<file path="config.mk">
export PLATFORM = sky130hd
export DESIGN_NAME = iot_monitor_array
export DESIGN_NICKNAME = d
export VERILOG_FILES = /design/src/rtl/iot_monitor_array.sv
export SDC_FILE = /design/constraint.sdc
export NUM_CORES = 1
export LEC_CHECK = 0
export BUFFER_PORTS_ARGS = -buffer_cell sky130_fd_sc_hd__buf_2
export CORE_AREA = 2 2 93 95
export CTS_BUF_LIST = sky130_fd_sc_hd__clkbuf_4 sky130_fd_sc_hd__clkbuf_8
export CTS_CLUSTER_SIZE = 20
export DETAILED_ROUTE_END_ITERATION = 8
export DIE_AREA = 0 0 95 97
export PLACE_DENSITY = 0.8
export SETUP_SLACK_MARGIN = 0.1
export SKIP_CTS_REPAIR_TIMING = 1
export SLEW_MARGIN = 0
export SYNTH_ARGS = -nofsm -noshare
export SYNTH_HDL_FRONTEND = slang
export SYNTH_SLANG_ARGS = --single-unit
</file>
<file path="constraint.sdc">
create_clock -name clk -period 3.6 [get_ports clk]
set_clock_uncertainty 0.2 [all_clocks]
set_input_delay 0.36 -clock clk [delete_from_list [all_inputs] [get_ports clk]]
set_output_delay 0.36 -clock clk [all_outputs]
set_load 0.05 [all_outputs]
</file>
<file path="src/rtl/iot_monitor_array.sv">
// Multi-channel up/down device population counters with a registered
// aggregate total and a hysteretic over-population alarm.
module iot_monitor_array #(
    parameter int WIDTH    = 8,
    parameter int CHANNELS = 4,
    parameter int SATURATE = 0,
    localparam int TW      = WIDTH + $clog2(CHANNELS)
) (
    input  logic                      clk,
    input  logic                      rst,
    input  logic [CHANNELS-1:0]       change,
    input  logic [CHANNELS-1:0]       on_off,
    input  logic [CHANNELS-1:0]       clear,
    input  logic [TW-1:0]             hi_thresh,
    input  logic [TW-1:0]             lo_thresh,
    output logic [CHANNELS*WIDTH-1:0] counter_out,
    output logic [CHANNELS-1:0]       err_flag,
    output logic [TW-1:0]             total_out,
    output logic                      alarm
);

    localparam logic [WIDTH-1:0] CNT_MAX = '1;

    logic [CHANNELS-1:0][WIDTH-1:0] cnt_q, cnt_d;
    logic [CHANNELS-1:0]            err_q, err_d;
    logic [TW-1:0]                  total_q, total_d;
    logic                           alarm_q, alarm_d;

    always_comb begin
        cnt_d = cnt_q;
        err_d = err_q;
        for (int i = 0; i < CHANNELS; i++) begin
            if (clear[i]) begin
                cnt_d[i] = '0;
                err_d[i] = 1'b0;
            end else if (change[i] && on_off[i]) begin
                if (cnt_q[i] == CNT_MAX) begin
                    err_d[i] = 1'b1;
                    cnt_d[i] = (SATURATE != 0) ? CNT_MAX : '0;
                end else begin
                    cnt_d[i] = cnt_q[i] + WIDTH'(1);
                end
            end else if (change[i]) begin
                if (cnt_q[i] == '0) begin
                    err_d[i] = 1'b1;
                    cnt_d[i] = (SATURATE != 0) ? '0 : CNT_MAX;
                end else begin
                    cnt_d[i] = cnt_q[i] - WIDTH'(1);
                end
            end
        end
    end

    // Total is one stage behind the counters, alarm one stage behind the total
    always_comb begin
        total_d = '0;
        for (int i = 0; i < CHANNELS; i++) begin
            total_d = total_d + TW'(cnt_q[i]);
        end
        if (total_q >= hi_thresh) begin
            alarm_d = 1'b1;
        end else if (total_q <= lo_thresh) begin
            alarm_d = 1'b0;
        end else begin
            alarm_d = alarm_q;
        end
    end

    always_ff @(posedge clk) begin
        if (rst) begin
            cnt_q   <= '0;
            err_q   <= '0;
            total_q <= '0;
            alarm_q <= 1'b0;
        end else begin
            cnt_q   <= cnt_d;
            err_q   <= err_d;
            total_q <= total_d;
            alarm_q <= alarm_d;
        end
    end

    assign counter_out = cnt_q;
    assign err_flag    = err_q;
    assign total_out   = total_q;
    assign alarm       = alarm_q;

endmodule

</file>
# Word level (Yosys, flattened, before mapping)
# Cells that the tools add are included.
[totals]
regBits = 47
input_bits = 34
word_cells = 90
[classes]
n_addsub = 11
order_cmp = 2
eq_ne = 8
mux = 34
reduce_logical = 25
[op_table]
columns = ["op", "count"]
rows = [
  ["$mux W8", 16],
  ["$add A8 B1 Y8 const B", 4],
  ["$eq A8 B8 Y1 const B", 4],
  ["$logic_not A8 Y1", 4],
  ["$sub A8 B1 Y8 const B", 4],
  ["$mux W1", 18],
  ["$reduce_bool A2 Y1", 9],
  ["$reduce_and A3 Y1", 4],
  ["$add A10 B8 Y10", 1],
  ["$add A9 B8 Y10", 1],
  ["$ge A10 B10 Y1", 1],
  ["$le A10 B10 Y1", 1],
  ["$add A8 B8 Y9", 1],
  ["$ne A2 B1 Y1 const B", 4],
  ["$reduce_or A2 Y1", 4],
  ["$logic_and A1 B1 Y1", 4],
]

# Logic depth before layout (Yosys ltp)
# Gate-level depths: netlist (run 1).
[logic_depth]
ltp_word = 4
mapped_depth = 11
mapped_depth_nobuf = 11

# Worst setup path after synthesis (run 1)
# Ideal clock, no wire load.
[synth_timing]
kind = "register to register"
startpoint = "register cnt_q, in the netlist counter_out[1]"
endpoint = "register total_q[7], in the netlist total_out[7]"
arrival_ps = 3509
required_time_ps = 3305
path_slack_ps = -205
path_stages_with_launch = 12
period_less_slack_ps = 3805
path_cell_list = "dfxtp_1 > inv_1 > fa_1 > inv_1 > fa_1 > ha_1 > fa_1 > a21o_1 > a21oi_1 > nor2b_1 > or3_1 > a221oi_1"
[synth_via]
elab_chain_len = 3
[synth_lines]
columns = ["item", "line_no", "text"]
rows = [
  ["start: declaration", "24", "logic [CHANNELS-1:0][WIDTH-1:0] cnt_q, cnt_d;"],
  ["start signal: assignment", "76", "cnt_q <= cnt_d;"],
  ["$add A8 B8 Y9", "58", "total_d = total_d + TW'(cnt_q[i]);"],
  ["$add A9 B8 Y10", "58", ""],
  ["$add A10 B8 Y10", "58", ""],
  ["end signal: assignment", "78", "total_q <= total_d;"],
  ["end: declaration", "26", "logic [TW-1:0] total_q, total_d;"],
]
# Every way passes these cells.
# A chain may end at the register's enable or synchronous reset.

# Worst setup path in the final report (run 1)
[layout_timing]
startpoint = "register cnt_q, in the netlist counter_out[9]"
endpoint = "register total_q[7], in the netlist total_out[7]"
# The elaborated chain is that of the path after synthesis.

==> results of run 1 <==
## cells in the final DEF (no fill, tap or decap), drive strengths merged, types with 9 or more instances in the layout
cell / Yosys / routed
a21oi: 46 / 46
a31oi: 16 / 16
buf: 5 / 88
dfxtp: 47 / 47
fa: 16 / 16
ha: 41 / 41
inv: 58 / 58
nand2: 36 / 36
nand3: 23 / 23
nand4: 10 / 10
nor2: 42 / 42
nor2b: 9 / 9
nor3: 13 / 13
nor4: 9 / 9
o21ai: 36 / 36
or3: 10 / 10
xnor2: 10 / 10
## how the worst max path moves through the flow
stage,to,depth (start not counted),from
2_1_floorplan,total_out[7],11,counter_out[18]
3_3_place_gp,total_out[7],11,counter_out[1]
3_5_place_dp,total_out[7],11,counter_out[1]
4_1_cts,total_out[7],11,counter_out[1]
5_1_grt,total_out[7],11,counter_out[1]
6_report,total_out[7],11,counter_out[9]
## routing by layer
layer	wire [um]	GRT usage (%)	up-vias
li1	-	-	2088
met3	752	3.27	22
met1	4730	31.4	2037
met2	5610	41.7	166
met5	0	0	-
met4	220	8.14	0
## state kept, by name (all words and copies together), names as in the netlist
register,cells
total_out,10
err_flag,4
alarm,1
counter_out,32
## stage by stage
stage | util [%] | instance area [um2] | power [mW]
after floorplan | - | 4250 | 0.982
after global placement | 57.7 | 4690 | 1.09
after detailed placement | 57.7 | 4690 | 1.11
after CTS | 58.8 | 4780 | 1.43
after global routing | 59.1 | 4810 | 1.52
final | 59.1 | 4810 | 1.43
## cell families after synthesis
family | count (synthesis) | synth area share, %
muxes | 8 | 1.95
and+or+nand+nor | 179 | 21.4
adders and majority gates | 57 | 19.7
xor gates and xnor gates | 13 | 2.69
buffers and inverters | 91 | 8.31
DFF | 47 | 22.2
AOI/OAI and AO/OA | 158 | 23.7
## power breakdown
group          switching [mW]  leakage, nW  internal (mW)
logic                   0.327         1.77          0.188
clock network           0.190       0.0402          0.135
registers              0.0452        0.388          0.546
total                   0.562         2.20          0.869
## area by class of cell
class	count	area [um2]	share of cell area, %
sequential	47	961	20.0
tap	105	131	2.73
timing repair buffer	88	460	9.57
clock buffer	5	68.8	1.43
clock inverter	3	20.0	0.416
multi-input combinational	415	2950	61.3
inverter	58	218	4.53
## worst min-delay path, delay by kind of cell
kind,cells,cell delay (ns)
compound gates,2,0.12
buf+inv,1,0.08
simple gates,1,0.07
==> impl_results.md, run 1 <==
- Status: finished clean
- Net Count, Synth: around 640
- R2r endpoint: total_out[7]
- Worst slack, placed: between 0.04 and 0.05 ns
- Placeable Area: ~8100 um2
- Distinct cells, synth: 55
- Grt ovf: 0
- I/O pin count: 81
- Asr flop ratio synth: 0%
- Setup CP Type: register to register
- Drt first pass iters: 5
- CP startpoint kind: register
- Max-Cap Viols: 0
- CTS buffer count: 5
- Buffers on Ports: 80
- Final worst-path cycle share: 93.4%
- Area growth syn-to-layout: 13.7%
- CP endpoint kind: register
- HPWL after detailed placement: 8.65 mm
- Worst-Skew Late Latency: about 0.31 ns
- Final hold vios: 0
- Post-synth EDFFs: 0
- Yosys reg bits: 47
- Worst VDD drop: approximately 0.00018 V
- Antenna Nets Post-Route: 0
- Critical path's top delay family: adder cells
- Synth cell count leaders: inv_1, dfxtp_1, a21oi_1
- Fill count: around 750
- CTS Sinks: 47
- Syn_area_per_cell: between 7 and 8 um2
- Critical-path cell list: inv_1, fa_1, inv_1, fa_1, ha_1, fa_2, a21o_1, a21oi_2, nor2b_1, or3_1, a221oi_2
- CTS tree: done
- Chip width: 95 um
- Largest net degree at the start of global routing: 20
- Rel. slew slack: between 40 and 50%
- Starting Density: a little over half
- H-tree levels: 2
- Worst path bufs/invs: 2
- Slowest CP cell: fa_1
- Via Count: about 4,300
- Post-Place Cells: 711
- Hold path cells: 4
- Data required time at the worst endpoint: between 3 and 4 ns
- Clock Tree Buf Depth: 2
- Count of final setup violators: 0
- First-pass GRT wire length: 18.5 mm
- Worst hold endpoint: counter_out[4]
- DRC: 0
- Layout cells sized above 1: 19.6%
- DR WL/cell: 15.7 um
- Site Rows: 33
- Worst slew pin tran: ~0.79 ns
- Vias in the first global route: 4,034
- Via density per instance: between 5 and 6
- Diodes inserted: 0
- Clock Tree Root: clkbuf_8
- Pwr/cell area: slightly below 300 nW/um2
- Leak Pwr: 2.20 nW
- Worst Reg2Reg Path Length in Cells: 11
- Post-layout instance count excluding filler cells: ~720
- Worst reg-to-reg setup slack: around 0.24 ns
- DRT Wirelength: 11.3 mm
- Fin Setup TNS: 0 ns
- Area contributors post-synth: dfxtp_1, ha_1, fa_1
- Nets@finish: about 710
- GRT Util Overall: about a quarter
- Final hold slack: approximately 0.17 ns
- Data arrival, critical path: approximately 3.4 ns
- Clock period minus worst slack: about 3.4 ns
- 1st-iter DRT viols: roughly 200
- Die height: a little under 100 um
- Synth Instances: roughly 550
- F_max: a little under 300 MHz
- Initial antenna violation count: 0
- RSZ-0062 raised after global routing: false
- Worst reg2reg path startpoint: counter_out[9]
- Register area share after synthesis: 22.2%
- Main synth FF type: dfxtp_1
- Yosys top cell by area: dfxtp_1
- RD Place Congestion: approximately 0.94
- Clock transition at path regs: about 0.090 ns
- Worst hold path type: primary input to register
- Hold_sp: clear[0]
- Die area: around 9200 um2
- Most common cell in the netlist: inv_1
- Area of the mapped netlist: approximately 4200 um2
- Setup ws final: between 0.2 and 0.25 ns
- Slowest stage delay, CP: 0.51 ns
- Final slew viol count: 0
- Warnings, synthesis: 0
- Top cell type's share of synthesized area: between 20% and 30%
- Max FO, Critical Path: 6
No activity file was read; power rests on OpenSTA's default activity.
==> inputs of run 2 (changes only) <==
--- a/config.mk
+++ b/config.mk
@@ -6,12 +6,12 @@
 export NUM_CORES = 1
 export LEC_CHECK = 0
 export BUFFER_PORTS_ARGS = -buffer_cell sky130_fd_sc_hd__buf_2
-export CORE_AREA = 2 2 93 95
+export CORE_AREA = 2 2 88 90
 export CTS_BUF_LIST = sky130_fd_sc_hd__clkbuf_4 sky130_fd_sc_hd__clkbuf_8
 export CTS_CLUSTER_SIZE = 20
 export DETAILED_ROUTE_END_ITERATION = 8
-export DIE_AREA = 0 0 95 97
-export PLACE_DENSITY = 0.8
+export DIE_AREA = 0 0 90 92
+export PLACE_DENSITY = 0.85
 export SETUP_SLACK_MARGIN = 0.1
 export SKIP_CTS_REPAIR_TIMING = 1
 export SLEW_MARGIN = 0
==> constraint.sdc (replaced) <==
create_clock -name clk -period 4.3 [get_ports clk]
set_clock_uncertainty 0.2 [all_clocks]
set_input_delay 0.43 -clock clk [delete_from_list [all_inputs] [get_ports clk]]
set_output_delay 0.43 -clock clk [all_outputs]
set_load 0.05 [all_outputs]
==> run 2 against run 1 <==
Clock power is 21% higher. Setup slack better by 0.36 ns. Register-to-register slack better by 0.36 ns. Final cell count is 1.5% lower. Total power is 8.3% lower. Count of clock-buffer cells in the layout stayed put. Worst hold slack better by 0.059 ns. Routed wire length is 4.1% lower. Largest power group unchanged. Highest routed layer unchanged.
==> impl_results.md, run 2 (synthesis results as in run 1) <==
- Setup CP Type: register to register
- DR WL/cell: about 15 um
- Clock period minus worst slack: about 3.7 ns
- Via Count: about 4,300
- Final Power: 1.31 mW
- Antenna Nets Post-Route: 0
- Buffers on Ports: 80
- 1st-iter DRT viols: between 200 and 250
- Layout cells sized above 1: between 10% and 20%
- Data required time at the worst endpoint: between 4 and 5 ns
- RD Place Congestion: about 0.93
- CTS tree: done
- Slowest stage delay, CP: between 0.5 and 0.6 ns
- Grt ovf: 0
- Worst hold path type: primary input to register
- Critical path's top delay family: adder cells
- Commonest non-fill, non-tap cell in the layout: buf_2
- Worst path bufs/invs: 2
- Final slew viol count: 0
- Worst reg2reg path startpoint: counter_out[17]
- Starting Density: a little under three fifths
- F_max: 270 MHz
- Vias in the first global route: between 3,000 and 4,000
- Rel. slew slack: a little under a fifth
- RSZ-0062 raised after global routing: false
- Diodes inserted: 0
- Leak Pwr: about 2.2 nW
- CTS Sinks: 47
- Cell area after placement: approximately 4600 um2
- R2r endpoint: total_out[7]
- Nets@finish: around 700
- Hold path cells: 4
- DRT Wirelength: about 11 mm
- Worst VDD drop: 0.000177 V
- I/O pin count: 81
- Status: finished clean
- Final hold vios: 0
- Critical-path cell list: inv_1, fa_1, inv_1, fa_1, ha_1, fa_1, a21o_1, a21oi_1, nor2b_1, or3_1, a221oi_1
- Max reg flops: 32
- Worst reg-to-reg setup slack: approximately 0.59 ns
- Hold_sp: clear[0]
- DRC: 0
- Site Rows: 32
- Data arrival, critical path: ~3.7 ns
- Finished Core Util: 63.9%
- Placeable Area: 7450 um2
- Count of final setup violators: 0
- Slowest CP cell: dfxtp_1
- Max FO, Critical Path: 9
- Fin Setup TNS: 0 ns
- GRT Util Overall: 25.9%
- Die height: around 92 um
- Clock Tree Root: clkbuf_8
- CP endpoint kind: register
- Clock transition at path regs: about 0.10 ns
- Final worst-path cycle share: roughly 86%
- CP startpoint kind: register
- Most common cell on crit path: fa_1
- Clock Tree Buf Depth: 2
- H-tree levels: 2
- CTS buffer count: 5
- Initial antenna violation count: 0
- Design area: 4760 um2
- Worst slew pin tran: roughly 1.2 ns
- Drt first pass iters: 5
- HPWL after detailed placement: around 8.2 mm
- Worst Reg2Reg Path Length in Cells: 11
- Chip width: 90 um
- Largest net degree at the start of global routing: 20
- Die area: just over 8000 um2
- First-pass GRT wire length: ~18 mm
- Via density per instance: between 5 and 6
- Worst hold endpoint: counter_out[4]
- Fill count: ~650
- Pwr/cell area: between 200 and 300 nW/um2
- Most frequent cells in the layout: buf_2, inv_1, dfxtp_1, a21oi_1, nor2_1
- Area growth syn-to-layout: 12.5%
- Worst-Skew Late Latency: about 0.31 ns
- Max-Cap Viols: 0
==> run 2: cell count changes in the layout (fill, tap and decap cells not counted), sizes merged <==
cell	change
buf	-8
bufinv	+2
clkinv	-1
clkinvlp	-1
==> run 2: worst max-delay path by stage <==
stage,from,endpoint,cells after the start
after floorplan,counter_out[1],total_out[7],11
after global placement,counter_out[1],total_out[7],11
after detailed placement,counter_out[1],total_out[7],11
after CTS,counter_out[1],total_out[7],11
after global routing,counter_out[1],total_out[7],11
final,counter_out[17],total_out[7],11
==> run 2: layer usage <==
| metal | up-vias | wire length [um] | GRT usage (%) |
|---|---|---|---|
| li1 | 2073 | - | - |
| met2 | 192 | 5260 | 46.1 |
| met5 | - | 0 | 0 |
| met4 | 0 | 126 | 5.77 |
| met3 | 17 | 747 | 3.70 |
| met1 | 1975 | 4710 | 33.5 |
==> run 2: report_power, final <==
part | leakage [nW] | switching [mW] | internal (mW) | total [mW]
combinational | 1.73 | 0.264 | 0.151 | 0.415
sequential | 0.383 | 0.0432 | 0.459 | 0.502
clock | 0.0644 | 0.163 | 0.232 | 0.395
total | 2.18 | 0.470 | 0.842 | 1.31
==> run 2: worst min-delay path, cell delays in order <==
cell	delay [ns]
buf_2	0.08
nor2_1	0.07
o21ai_0	0.08
a31oi_1	0.04
==> run 2: through the flow <==
stage / setup WS, ns / cells / hold WS, ns
after detailed placement: 0.657 / 702 / 0.245
after CTS: 0.623 / 710 / 0.229
after global placement: 0.794 / 702 / 0.238
after global routing: 0.323 / 710 / 0.245
final: 0.592 / 710 / 0.228
after floorplan: 0.495 / 553 / 0.424
==> run 2: layout make-up <==
class	count	area (um2)	share of cell area (%)
Multi-Input combinational cell	415	2940	61.7
Sequential cell	47	941	19.8
Timing Repair Buffer	80	400	8.41
Inverter	58	218	4.57
Tap cell	102	128	2.68
Clock buffer	5	68.8	1.45
Clock inverter	3	67.6	1.42
==> inputs of run 3 (changes only) <==
--- a/config.mk
+++ b/config.mk
@@ -6,12 +6,12 @@
 export NUM_CORES = 1
 export LEC_CHECK = 0
 export BUFFER_PORTS_ARGS = -buffer_cell sky130_fd_sc_hd__buf_2
-export CORE_AREA = 2 2 88 90
+export CORE_AREA = 2 2 87 89
 export CTS_BUF_LIST = sky130_fd_sc_hd__clkbuf_4 sky130_fd_sc_hd__clkbuf_8
 export CTS_CLUSTER_SIZE = 20
 export DETAILED_ROUTE_END_ITERATION = 8
-export DIE_AREA = 0 0 90 92
-export PLACE_DENSITY = 0.85
+export DIE_AREA = 0 0 89 91
+export PLACE_DENSITY = 0.87
 export SETUP_SLACK_MARGIN = 0.1
 export SKIP_CTS_REPAIR_TIMING = 1
 export SLEW_MARGIN = 0
==> run 3 against run 2 <==
Utilization up 2.3 points. Register-to-register slack better by 0.04 ns. Setup slack better by 0.043 ns. First-iteration DRC count up 29%. Final cell count down 0.42%. Global-route usage up 1.1 points. Critical path type unchanged. Critical endpoint unchanged.
==> impl_results.md, run 3 (synthesis results as in run 1) <==
- Rel. slew slack: a little under a fifth
- Worst-Skew Late Latency: 0.30 ns
- Buffers on Ports: 80
- Clock period minus worst slack: between 3 and 4 ns
- Data arrival, critical path: about 3.7 ns
- Slowest CP cell: fa_1
- Placeable Area: a little over 7000 um2
- Grt ovf: 0
- Hold path cells: 4
- Diodes inserted: 0
- Final hold vios: 0
- 1st-iter DRT viols: between 200 and 300
- Most frequent cells in the layout: buf_2, inv_1, dfxtp_1, a21oi_1, nor2_1
- Clock transition at path regs: 0.08 ns
- Worst reg2reg path startpoint: counter_out[1]
- Most common cell on crit path: fa_1
- Hold_sp: clear[0]
- I/O pin count: between 80 and 90
- CP startpoint kind: register
- CP endpoint kind: register
- Site Rows: 31
- Layout cells sized above 1: 17.1%
- Leak Pwr: roughly 2.2 nW
- Count of final setup violators: 0
- DR WL/cell: 15.3 um
- GRT Util Overall: roughly 27%
- Worst Reg2Reg Path Length in Cells: 11
- Clock Tree Buf Depth: 2
- Setup ws final: 0.635 ns
- Die area: between 8000 and 9000 um2
- Data required time at the worst endpoint: about 4.3 ns
- Final slew viol count: 0
- Worst VDD drop: 0.000177 V
- Worst hold endpoint: err_flag[0]
- Initial antenna violation count: 0
- Final worst-path cycle share: between 80% and 90%
- RSZ-0062 raised after global routing: false
- Worst slack, placed: 0.669 ns
- Pwr/cell area: about 260 nW/um2
- DRC: 0
- Worst slew pin tran: about 1.2 ns
- Final Power: approximately 1.2 mW
- CTS Sinks: 47
- Die height: between 90 and 100 um
- Status: finished clean
- H-tree levels: 2
- Max-Cap Viols: 0
- Area growth syn-to-layout: 11.7%
- Critical-path cell list: inv_1, fa_1, inv_1, fa_1, ha_1, fa_1, a21o_1, a21oi_1, nor2b_1, or3_1, a221oi_1
- DRT Wirelength: roughly 11 mm
- Antenna Nets Post-Route: 0
- Fill count: around 630
- HPWL after detailed placement: 8.10 mm
- CTS tree: done
- Worst reg-to-reg setup slack: around 0.63 ns
- Drt first pass iters: 5
- Setup CP Type: register to register
- Worst hold path type: primary input to register
- Commonest non-fill, non-tap cell in the layout: buf_2
- Max reg flops: 32
- Fin Setup TNS: 0 ns
- R2r endpoint: total_out[7]
- Nets@finish: roughly 700
- RD Place Congestion: 0.924
- Max FO, Critical Path: 8
- CTS buffer count: 5
- Largest net degree at the start of global routing: 20
- Slowest stage delay, CP: 0.54 ns
- First-pass GRT wire length: 17.9 mm
- Via density per instance: 6.02
- F_max: about 270 MHz
- Chip width: between 80 and 90 um
- Via Count: between 4,000 and 5,000
- Starting Density: around 59%
- Vias in the first global route: between 3,000 and 4,000
- Clock Tree Root: clkbuf_8
- Finished Core Util: roughly two thirds
run 3: cell types whose count changed in the layout (fill, tap and decap cells not counted), sizes merged:
cell,delta
clkbuf,+3
clkinvlp,-1
bufinv,-2
run 3: metal layers:
metal	wire length (um)	track usage (%)	vias to the layer above
li1	-	-	2076
met1	4540	36.0	1919
met2	5230	45.1	231
met3	793	3.36	31
met4	267	8.83	0
met5	0	0	-
run 3: area by class of cell:
type                       instances  area, um2  area share [%]
clock buffer                       8        104            2.20
inverter                          58        218            4.61
multi-input combinational        415       2940            62.2
tap                               99        124            2.62
timing repair buffer              80        400            8.47
sequential                        47        941            19.9
run 3: critical path: cells and delay by family, from the launching register on:
| family | cells | cell delay, ns |
|---|---|---|
| buffers and inverters | 2 | 0.19 |
| DFF | 1 | 0.45 |
| and+or+nand+nor | 2 | 0.42 |
| adders and majority gates | 4 | 1.67 |
| AOI/OAI and AO/OA | 3 | 0.65 |
run 3: stage by stage:
step           area (um2)  hold slack, ns  instances
6_report             4720           0.246        707
5_1_grt              4720           0.253        707
4_1_cts              4720           0.235        707
3_5_place_dp         4620           0.249        699
3_3_place_gp         4620           0.237        699
2_1_floorplan        4230           0.424        553
run 3: worst max path at each step:
stage                                from      endpoint  slack, ns  depth (start not counted)
after detailed placement   counter_out[1]  total_out[7]       0.67                         11
after global routing      counter_out[17]  total_out[7]       0.39                         11
after floorplan            counter_out[1]  total_out[7]       0.50                         11
after global placement     counter_out[1]  total_out[7]       0.79                         11
after CTS                  counter_out[1]  total_out[7]       0.64                         11
final                      counter_out[1]  total_out[7]       0.63                         11
run 3: power by group:
part / switching, mW / internal (mW) / leakage [nW]
combinational: 0.266 / 0.152 / 1.73
sequential: 0.0426 / 0.459 / 0.383
clock: 0.150 / 0.153 / 0.0549
total: 0.458 / 0.764 / 2.17
